**src/rtl/table_search_seq.sv**
```systemverilog
// table_search_seq: DEPTH-entry table scanned one entry per cycle in first-match or count-all mode
module table_search_seq #(
  parameter int DATA_W = 8,
  parameter int DEPTH  = 8,
  parameter int IDX_W  = $clog2(DEPTH),
  parameter int CNT_W  = $clog2(DEPTH + 1)
)(
  input  logic              clk,
  input  logic              rst_n,
  input  logic              wr_en,
  input  logic [IDX_W-1:0]  wr_addr,
  input  logic [DATA_W-1:0] wr_data,
  input  logic              start,
  input  logic [DATA_W-1:0] key,
  input  logic              mode,
  output logic              busy,
  output logic              scan_valid,
  output logic [IDX_W-1:0]  scan_idx,
  output logic [DATA_W-1:0] scan_data,
  output logic              done,
  output logic              found,
  output logic [IDX_W-1:0]  match_idx,
  output logic [CNT_W-1:0]  match_cnt
);
  typedef enum logic {IDLE, SCAN} state_t;
  state_t            state;
  logic [DATA_W-1:0] tbl [DEPTH];
  logic [DATA_W-1:0] key_q;
  logic              mode_q;
  logic [IDX_W-1:0]  idx;
  logic [IDX_W-1:0]  first_idx;
  logic [CNT_W-1:0]  cnt;
  logic [CNT_W-1:0]  cnt_nx;
  logic              hit;
  logic              last;
  logic              term;
  // compare the current entry; the running count includes this entry
  always_comb begin
    hit    = tbl[idx] == key_q;
    last   = idx == IDX_W'(DEPTH - 1);
    cnt_nx = cnt + CNT_W'(hit);
    term   = (!mode_q && hit) || last;
  end
  // table storage: defaults i+1, host writes land at the edge so a same-cycle compare sees the old value
  always_ff @(posedge clk or negedge rst_n)
    if (!rst_n) for (int i = 0; i < DEPTH; i++) tbl[i] <= DATA_W'(i + 1);
    else if (wr_en && int'(wr_addr) < DEPTH) tbl[wr_addr] <= wr_data;
  // search FSM with registered scan stream and result outputs
  always_ff @(posedge clk or negedge rst_n)
    if (!rst_n) begin
      state      <= IDLE;
      key_q      <= '0;
      mode_q     <= 1'b0;
      idx        <= '0;
      first_idx  <= '0;
      cnt        <= '0;
      busy       <= 1'b0;
      scan_valid <= 1'b0;
      scan_idx   <= '0;
      scan_data  <= '0;
      done       <= 1'b0;
      found      <= 1'b0;
      match_idx  <= '0;
      match_cnt  <= '0;
    end else begin
      scan_valid <= 1'b0;
      done       <= 1'b0;
      if (state == IDLE) begin
        if (start) begin
          state  <= SCAN;
          key_q  <= key;
          mode_q <= mode;
          idx    <= '0;
          cnt    <= '0;
          busy   <= 1'b1;
        end
      end else begin
        if (mode_q || !hit) begin
          scan_valid <= 1'b1;
          scan_idx   <= idx;
          scan_data  <= tbl[idx];
        end
        if (hit && cnt == '0) first_idx <= idx;
        cnt <= cnt_nx;
        idx <= last ? idx : idx + 1'b1;
        if (term) begin
          state     <= IDLE;
          busy      <= 1'b0;
          done      <= 1'b1;
          found     <= cnt_nx != '0;
          match_cnt <= cnt_nx;
          match_idx <= cnt != '0 ? first_idx : (hit ? idx : '0);
        end
      end
    end
endmodule

```
**config.mk**
```make
export PLATFORM = sky130hd
export DESIGN_NAME = table_search_seq
export DESIGN_NICKNAME = d
export VERILOG_FILES = /design/src/rtl/table_search_seq.sv
export SDC_FILE = /design/constraint.sdc
export NUM_CORES = 1
export LEC_CHECK = 0
export ABC_AREA = 1
export CAP_MARGIN = 30
export CORE_ASPECT_RATIO = 0.75
export CORE_MARGIN = 8
export CORE_UTILIZATION = 35
export DETAILED_ROUTE_END_ITERATION = 16
export GPL_TIMING_DRIVEN = 0
export PLACE_DENSITY = 0.62
export SLEW_MARGIN = 5
export SYNTH_ARGS = -nofsm -noshare
export SYNTH_HDL_FRONTEND = slang
export SYNTH_SLANG_ARGS = --single-unit
```
**constraint.sdc**
```tcl
create_clock -name clk -period 2.44 [get_ports clk]
set_input_delay 0.488 -clock clk [delete_from_list [all_inputs] [get_ports clk]]
set_output_delay 0.488 -clock clk [all_outputs]
set_load 0.1 [all_outputs]
```
==> results.md, run 1 <==
- Tcrit/Tclk final: 1.03
- Reg2Reg Capture Point: found
- Antenna viol nets, final: 0
- Final setup TNS: -0.111 ns
- Max_slew headroom: 0.348
- GRT overflow: 0
- Total Die Area: 0.0186 mm²
- Crit. Startpoint: idx[2]
- Critical-path cell list: buf_4 > inv_1 > buf_6 > nand3_2 > nand2_2 > nand2_1 > nand2_1 > nand2_2 > nor2_4 > nand2_2 > clkinv_4 > ha_4 > ha_4 > xor2_4 > inv_2 > nand4_1 > nand3_1 > nand2_1
- Top cell type's share of synthesized area: 0.461
- Clock group share of total power: 0.175
- Leakage: 0.00318 µW
- Netlist Area Pre-Place: 0.00505 mm²
- Worst setup EP type: flip-flop
- First-pass GRT wire length: 23200 µm
- IO Port Bufs: 45
- Largest net degree at the start of global routing: 59
- Synth Register Bits: 106
- Top_reg_cell synth: dfrtp_1
- Slew @ Worst Pin: 0.975 ns
- Die W: 155 µm
- TritonCTS clock tree: done
- Switching part of the total: 0.459
- Area delta synth->final: 30.7%
- Max-slew violation count: 0
- Row cnt: 38
- Warnings, synthesis: 0
- Hold violation count in the final report: 0
- All-Layer GR Usage: 0.158
- First-pass iteration count of the detailed router: 4
- Clk buf depth: 2
- Final Instance Area: 0.00660 mm²
- Final WL: 13800 µm
- # setup viols final: 3
- Post-synth EDFFs: 0
- IO Pins: 46
- Post-DP HPWL: 9780 µm
- PwrDens: 1420 mW/mm²
- CP Class: flip-flop to flip-flop
- Initial Util: 0.354
- Setup ws final: -0.0691 ns
- Share of total power in sequential cells: 0.277
- Top cells by count, synth: nand2_1 (205), dfrtp_1 (93), o21ai_0 (72)
- Mapped Cells: 618
- Clock latency on the worst-skew pair: 0.36 ns
- RSZ-0062 raised after global routing: true
- Core Area: 0.0143 mm²
- Syn Area/Cell: 8.17 µm²
- Avg WL per Cell: 15.6 µm
- Residual DRC count: 0
- Die height: 120 µm
- Minimum clock period: 2.51 ns
- Initial antenna violation count: 0
- # nets final: 730
- Hold buffer count at CTS: 0
- Clk slew on worst S/H paths: 0.08 ns
- Crit path launch type: flip-flop
- MaxCap Viol Count: 0
- Worst EP required: 2.74 ns
- Outcome: finished with violations
- Achievable Freq: 0.399 GHz
- Hold Crit Class: input pin to async pin
- Failing checks: setup timing
- Area leader, netlist: dfrtp_1
- Antenna diodes: 0
- Layout cells sized above 1: 0.205
- Skew final: 0.00938 ns
- CTS H-Tree Depth: 3
- Post-Syn Nets: 646
- R2R depth: 18
- Gate power share: 0.548
- Slowest-stage cell, CP: dfrtp_1
- Placer Congestion: 0.832
- Crit path largest cell delay: 0.38 ns
- Vias: 4416
- Unique masters post-synth: 32
- Initial DRC count: 405
- Crit path max fanout: 10
- Post-synth ARST share: 1.00
- Vias in the first global route: 4512
- CTS Buf Count: 9
- Critical Path AT: 2.81 ns
- R2r setup slk: -0.07 ns
- Top-count cell post-synth: nand2_1
- DP Area: 0.00575 mm²
- Dominant cells by area after synthesis: dfrtp_1 (46%), nand2_1 (15%), o21ai_0 (7.1%)
- Internal Power: 5060 µW
- Seq/Total Area, Yosys: 0.528
- Worst hold slack: 0.154 ns
- Sw Pwr: 4300 µW
- Reg-to-Reg Start: idx[2]
- TritonCTS Sinks: 106
- Root Driver: clkbuf_16
- Via-to-Cell Ratio: 4.98
- Setup crit end: found
- Worst vdd ir: 565 µV
- # fillers: 1368
## metal layers
layer,routed length (µm),part of all wire,GRT usage
met1,6560,0.47,0.213
met2,6160,0.45,0.247
met3,788,0.057,0.0348
met4,301,0.022,0.0574
met5,0,0,0
## metrics by stage
| step | util | cells | worst slack (ns) | power, µW |
|---|---|---|---|---|
| final | 0.463 | 887 | -0.0691 | 9360 |
| after global routing | 0.463 | 887 | -0.213 | 9930 |
| after CTS | 0.451 | 881 | -0.0217 | 9070 |
| after detailed placement | 0.403 | 844 | -0.430 | 6770 |
| after global placement | 0.401 | 843 | -3.05 | 6680 |
| after floorplan | - | 618 | 0.145 | 5640 |
## power groups by stage
stage	registers [µW]	clock network, µW	logic, µW
floorplan	3590	0	2050
global placement	2580	0	4100
detailed placement	2600	0	4170
CTS	2580	1660	4820
global route	2660	1740	5530
finish	2590	1640	5140
## state kept, by name, indices dropped and copies added (netlist names), 3 cells and up
register	cells
scan_idx	3
match_cnt	4
key_q	8
idx	3
tbl	64
scan_data	8
cnt	4
match_idx	3
first_idx	3
## cell families (layout without fill, tap and decap cells)
kind of cell             after synthesis  in the layout  share of synthesized area
AO/OA/AOI/OAI                        100            100                      0.109
multiplexers                           1              1                    0.00223
buffers and inverters                 94            183                     0.0860
XOR/XNOR                               2              2                    0.00347
flip-flops                           106            106                      0.528
AND/OR/NAND/NOR                      311            311                      0.261
adder cells (fa/ha/maj)                4              4                    0.00991
## worst min path at each step
| stage | startpoint | end | cells after the start |
|---|---|---|---|
| 6_report | rst_n | tbl[4] | 1 |
| 4_1_cts | rst_n | tbl[12] | 1 |
| 5_1_grt | rst_n | tbl[12] | 1 |
| 3_5_place_dp | match_cnt[2] | match_cnt[2] | 2 |
| 2_1_floorplan | rst_n | busy | 0 |
| 3_3_place_gp | match_cnt[2] | match_cnt[2] | 2 |
## area by class of cell
| cell class | instances | area (µm²) | area share |
|---|---|---|---|
| Timing Repair Buffer | 73 | 702 | 0.106 |
| Clock buffer | 9 | 225 | 0.0341 |
| Multi-Input combinational cell | 418 | 2150 | 0.326 |
| Clock inverter | 7 | 106 | 0.0161 |
| Inverter | 70 | 285 | 0.0432 |
| Tap cell | 180 | 225 | 0.0341 |
| Sequential cell | 106 | 2670 | 0.404 |
| Buffer | 24 | 235 | 0.0356 |
## layout by cell type (no fill, tap or decap), types with 5 or more instances in the layout
master / count
clkbuf_1: 10
o21ai_1: 7
nand3_1: 30
clkbuf_16: 9
nand3_2: 16
buf_6: 5
inv_1: 66
nand2_1: 189
inv_6: 5
nand2_2: 23
o21ai_0: 71
dfrtp_1: 93
buf_8: 7
dfstp_2: 13
clkdlybuf4s50_1: 44
buf_4: 27
a21oi_1: 8
o21ai_2: 12
nor2_1: 34
## critical path: cells and delay by family (launching register included)
family                     cells  cell delay, ns
DFF                            1            0.38
buffers and inverters          5            0.64
xor gates and xnor gates       1            0.16
and+or+nand+nor               10            0.97
adders and majority gates      2            0.29
## what timing repair did
action	4_1_cts	5_1_grt
gates resized for setup	43	33
cloned	1	0
pin swaps	17	17
setup buffers	20	6
endpoints found under the setup margin	9	24
Note: power is estimated with default switching activity, not from simulation.
==> inputs of run 2 (changes only) <==
Settings changed: CAP_MARGIN 30 to not set.
==> results.md, run 2 (synthesis results as in run 1) <==
- Root Driver: clkbuf_16
- Total Die Area: 0.0186 mm² (unchanged)
- Crit path max fanout: 8 (-2)
- Initial Util: 0.354 (unchanged)
- Vias: 4496 (+1.8%)
- Setup crit end: found
- Skew final: 0.00785 ns (-0.00153 ns)
- Worst vdd ir: 593 µV (+4.9%)
- TritonCTS clock tree: done
- Leakage: 0.00327 µW (+2.9%)
- Commonest non-fill, non-tap cell in the layout: nand2_1
- Cells after DPL: 844 (unchanged)
- First-pass iteration count of the detailed router: 5 (+1)
- PwrDens: 1460 mW/mm² (+3.0%)
- Tcrit/Tclk final: 1.04 (+0.0139)
- Worst setup EP type: flip-flop
- Final std cells w/o fill: 900 (+1.5%)
- R2r setup slk: -0.10 ns (-0.03 ns)
- Crit. Startpoint: idx[0]
- CP Class: flip-flop to flip-flop
- Die height: 120 µm (unchanged)
- RSZ-0062 raised after global routing: true
- Area delta synth->final: 34.5%
- Avg WL per Cell: 16.1 µm (+3.2%)
- Core Area: 0.0143 mm² (unchanged)
- All-Layer GR Usage: 0.159 (+0.000440)
- Via-to-Cell Ratio: 5.00 (+0.34%)
- Top flop regs: tbl: 64 flops, key_q: 8 flops, scan_data: 8 flops
- Hold Crit Class: input pin to async pin
- Worst path top cell family by delay: simple AND/OR/NAND/NOR gates
- Largest net degree at the start of global routing: 59 (unchanged)
- Final WL: 14500 µm (+4.7%)
- R2R depth: 21 (+3)
- Worst path depth: 21 (+3)
- CTS H-Tree Depth: 3 (unchanged)
- Outcome: finished with violations
- Max-slew violation count: 0 (unchanged)
- Bufs and invs on worst path: 6 (+1)
- Slew @ Worst Pin: 0.980 ns (+0.00421 ns)
- Worst EP required: 2.68 ns (-0.06 ns)
- Clk buf depth: 2 (unchanged)
- Layout cells sized above 1: 0.225 (+0.0199)
- Residual DRC count: 0 (unchanged)
- Worst hold slack: 0.157 ns (+0.00263 ns)
- Vias in the first global route: 4599 (+1.9%)
- GRT overflow: 0 (unchanged)
- Tot Pwr: 9930 µW (+6.0%)
- Setup ws final: -0.103 ns (-0.0339 ns)
- Reg-to-Reg Start: idx[0]
- Critical-path cell list: buf_12 > clkinv_8 > buf_8 > nand2_4 > nand3_4 > nand3_4 > nand2_4 > nand2_1 > nand2_1 > inv_1 > nand2_2 > nor2_4 > nand2_2 > inv_4 > ha_4 > nand3_1 > xor2_1 > inv_1 > nand4_1 > nand3_1 > nand2_1
- IO Port Bufs: 45 (unchanged)
- Clk slew on worst S/H paths: 0.07 ns (about the same)
- Most frequent CP cell: nand2_1
- Die W: 155 µm (unchanged)
- Final setup TNS: -0.151 ns (-0.0395 ns)
- Post-DP HPWL: 9770 µm (-0.12%)
- Minimum clock period: 2.54 ns (+0.0339 ns)
- Initial antenna violation count: 0 (unchanged)
- Highest-count cells in the layout ignoring fill and taps: nand2_1 (187), dfrtp_1 (93), o21ai_0 (71)
- Reg2Reg Capture Point: found
- # nets final: 743 (+1.8%)
- Antenna diodes: 0 (unchanged)
- Failing checks: setup timing
- Row cnt: 38 (unchanged)
- MaxCap Viol Count: 0 (unchanged)
- First-pass GRT wire length: 23300 µm (+0.36%)
- Antenna viol nets, final: 0 (unchanged)
- Clock latency on the worst-skew pair: 0.36 ns (about the same)
- TritonCTS Sinks: 106 (unchanged)
- CTS Buf Count: 9 (unchanged)
- Crit path largest cell delay: 0.39 ns (about the same)
- # setup viols final: 3 (unchanged)
- Number of flip-flops under the largest register name: 64 (unchanged)
- Slowest-stage cell, CP: dfrtp_1
- Crit path launch type: flip-flop
- Hold violation count in the final report: 0 (unchanged)
- Achievable Freq: 0.393 GHz (-1.3%)
- Critical Path AT: 2.79 ns (-0.02 ns)
- Placer Congestion: 0.832 (unchanged)
- Initial DRC count: 374 (-7.7%)
- # fillers: 1322 (-3.4%)
- Max_slew headroom: 0.345 (-0.00282)
- IO Pins: 46 (unchanged)
- Register with the most flip-flops: tbl
==> run 2: cell types whose count changed in the layout (fill, tap and decap cells not counted), sizes merged <==
cell      previous run  this run
inv                 73        70
bufinv               2         3
clkinvlp             0         1
clkbuf              19        23
buf                 43        54
clkinv               2         1
==> run 2: worst min path at each step <==
stage,start,endpoint,slack (ns),cells past startpoint
2_1_floorplan,rst_n,busy,0.19,0
3_3_place_gp,match_cnt[2],match_cnt[2],0.46,2
3_5_place_dp,match_cnt[2],match_cnt[2],0.46,2
4_1_cts,rst_n,tbl[12],0.21,1
5_1_grt,rst_n,tbl[1],0.23,1
6_report,rst_n,tbl[4],0.16,1
==> run 2: cell type report <==
type,instances,area (µm²),share of cell area
Timing Repair Buffer,85,810,0.119
Tap cell,180,225,0.0331
Timing Repair inverter,1,8.76,0.00129
Inverter,70,283,0.0416
Clock buffer,12,256,0.0378
Multi-Input combinational cell,418,2200,0.323
Clock inverter,4,97.6,0.0144
Buffer,24,249,0.0366
Sequential cell,106,2670,0.393
==> run 2: per-stage QoR <==
step | worst slack, ns | util | cell area [µm²]
2_1_floorplan | 0.145 | - | 5050
3_3_place_gp | -3.05 | 0.401 | 5730
3_5_place_dp | -0.459 | 0.403 | 5750
4_1_cts | -0.102 | 0.456 | 6500
5_1_grt | -0.228 | 0.476 | 6790
6_report | -0.103 | 0.476 | 6790
==> run 2: routing by layer <==
layer | global-route usage | wire length (µm)
met2 | 0.253 | 6610
met4 | 0.0513 | 229
met5 | 0 | 0
met3 | 0.0449 | 901
met1 | 0.206 | 6720
==> run 2: power by group <==
group | leakage [µW] | internal [µW] | switching [µW]
Clock | 0.000169 | 1060 | 655
Sequential | 0.00129 | 2290 | 307
Combinational | 0.00180 | 2140 | 3470
Total | 0.00327 | 5490 | 4440
==> run 2: repair_timing <==
item,CTS,global route
setup endpoints to repair,11,24
gates resized for setup,46,44
pin swaps,14,26
hold buffers,0,0
setup buffers,30,10
cloned,0,2
==> inputs of run 3 (changes only) <==
Settings changed: SLEW_MARGIN 5 to 10.
==> results.md, run 3 (synthesis results as in run 1) <==
- Setup ws final: -0.140 ns (-0.0368 ns)
- Vias in the first global route: 4734 (+2.9%)
- TritonCTS Sinks: 106 (unchanged)
- Slowest-stage cell, CP: dfrtp_1
- Crit path launch type: flip-flop
- Clk buf depth: 2 (unchanged)
- All-Layer GR Usage: 0.163 (+0.00417)
- Largest net degree at the start of global routing: 60 (+1.7%)
- Antenna viol nets, final: 0 (unchanged)
- Leakage: 0.00328 µW (+0.52%)
- Critical Path AT: 2.82 ns (+0.03 ns)
- Initial DRC count: 405 (+8.3%)
- Root Driver: clkbuf_16
- MaxCap Viol Count: 0 (unchanged)
- # nets final: 755 (+1.6%)
- Crit path largest cell delay: 0.40 ns (about the same)
- GRT overflow: 0 (unchanged)
- Row cnt: 38 (unchanged)
- First-pass iteration count of the detailed router: 5 (unchanged)
- Skew final: 0.00676 ns (-0.00109 ns)
- # setup viols final: 6 (+3)
- RSZ-0062 raised after global routing: true
- Top flop regs: tbl: 64 flops, key_q: 8 flops, scan_data: 8 flops
- Hold Crit Class: input pin to async pin
- Die height: 120 µm (unchanged)
- Placer Congestion: 0.832 (unchanged)
- Hold violation count in the final report: 0 (unchanged)
- Initial Util: 0.354 (unchanged)
- Clk slew on worst S/H paths: 0.07 ns (about the same)
- # fillers: 1322 (unchanged)
- Antenna diodes: 0 (unchanged)
- Max-slew violation count: 0 (unchanged)
- IO Pins: 46 (unchanged)
- Tcrit/Tclk final: 1.06 (+0.0151)
- Number of flip-flops under the largest register name: 64 (unchanged)
- Initial antenna violation count: 0 (unchanged)
- Max_slew headroom: 0.345 (+0.000533)
- Highest-count cells in the layout ignoring fill and taps: nand2_1 (191), dfrtp_1 (93), o21ai_0 (71)
- Critical-path cell list: buf_8 > bufbuf_16 > nand2_1 > nand2_1 > nand2_1 > nand3_2 > nand2_2 > nand2_1 > nand2_1 > nand2_1 > nor2_4 > nand2_2 > clkinv_4 > ha_4 > nand3_4 > xor2_2 > inv_1 > nand4_1 > nand3_1 > nand2_1
- Core Util, Final: 0.476 (about the same)
- CP Class: flip-flop to flip-flop
- Minimum clock period: 2.58 ns (+0.0368 ns)
- Layout cells sized above 1: 0.230 (+0.00451)
- Die W: 155 µm (unchanged)
- CTS Buf Count: 9 (unchanged)
- Worst EP required: 2.68 ns (about the same)
- Area delta synth->final: 34.4% (about the same)
- Commonest non-fill, non-tap cell in the layout: nand2_1
- Final WL: 14800 µm (+2.0%)
- Worst setup EP type: flip-flop
- Register with the most flip-flops: tbl
- Post-DP HPWL: 9770 µm (about the same)
- Failing checks: setup timing
- Residual DRC count: 0 (unchanged)
- Crit path max fanout: 8 (unchanged)
- Achievable Freq: 0.388 GHz (-1.4%)
- DP Worst Slack: -0.448 ns (+0.0105 ns)
- Outcome: finished with violations
- IO Port Bufs: 45 (unchanged)
- Via-to-Cell Ratio: 5.07 (+1.4%)
- PwrDens: 1440 mW/mm² (-1.7%)
- Vias: 4621 (+2.8%)
- Most frequent CP cell: nand2_1
- Total Die Area: 0.0186 mm² (unchanged)
- Slew @ Worst Pin: 0.979 ns (-0.000797 ns)
- Core Area: 0.0143 mm² (unchanged)
- Avg WL per Cell: 16.2 µm (+0.69%)
- First-pass GRT wire length: 24100 µm (+3.3%)
- TritonCTS clock tree: done
- Worst vdd ir: 606 µV (+2.3%)
- Clock latency on the worst-skew pair: 0.35 ns (about the same)
- CTS H-Tree Depth: 3 (unchanged)
- Final setup TNS: -0.568 ns (-0.417 ns)
- Tot Pwr: 9750 µW (-1.8%)
-- run 3: stage by stage --
stage                     hold slack, ns  instances  cell area (µm²)
after CTS                         0.0898        904             6580
after global placement             0.462        843             5730
after floorplan                    0.192        618             5050
after global routing               0.112        912             6790
after detailed placement           0.463        844             5750
final                             0.0658        912             6790
-- run 3: final timing paths --
path / from / end / slack [ns] / depth (start not counted)
worst max-delay path: idx[0] / found / -0.14 / 20
worst min-delay path: rst_n / tbl[4] / 0.07 / 1
worst max register to register: idx[0] / found / -0.14 / 20
worst min register to register: match_idx[2] / match_idx[2] / 0.48 / 2
max in group asynchronous: rst_n / tbl[56] / 1.65 / 2
min in group clk: match_idx[2] / match_idx[2] / 0.48 / 2
-- run 3: what timing repair did --
| action | 4_1_cts | 5_1_grt |
|---|---|---|
| hold endpoints to repair | 0 | 0 |
| gates cloned | 2 | 0 |
| pin swaps | 17 | 25 |
| resized for setup | 46 | 33 |
| endpoints found under the setup margin | 11 | 24 |
| hold buffers | 0 | 0 |
| setup buffers | 42 | 8 |
-- run 3: metal layers --
layer  vias up  track usage  routed length, µm
met5         -            0                  0
met4         0       0.0507                240
met3        21       0.0341                959
met2       152        0.262               6730
met1      2282        0.218               6820
li1       2166            -                  -
-- run 3: power by group --
| group | internal, µW | leakage, µW | switching, µW |
|---|---|---|---|
| Sequential | 2290 | 0.00129 | 307 |
| Clock | 716 | 0.000131 | 656 |
| Combinational | 2280 | 0.00186 | 3490 |
| Total | 5290 | 0.00328 | 4450 |
-- run 3: area by class of cell --
cell class | instances | area, µm² | share of cell area
buffer | 24 | 234 | 0.0345
clock buffer | 11 | 243 | 0.0358
clock inverter | 5 | 30.0 | 0.00442
inverter | 70 | 283 | 0.0417
multi-input combinational | 418 | 2190 | 0.322
sequential | 106 | 2670 | 0.393
tap | 180 | 225 | 0.0332
timing repair buffer | 98 | 918 | 0.135
-- run 3: critical path: cells and delay by family (launching register included) --
| family | cells | cell delay [ns] |
|---|---|---|
| xor gates and xnor gates | 1 | 0.20 |
| adders and majority gates | 1 | 0.15 |
| buffers and inverters | 4 | 0.58 |
| DFF | 1 | 0.40 |
| and+or+nand+nor | 14 | 1.11 |
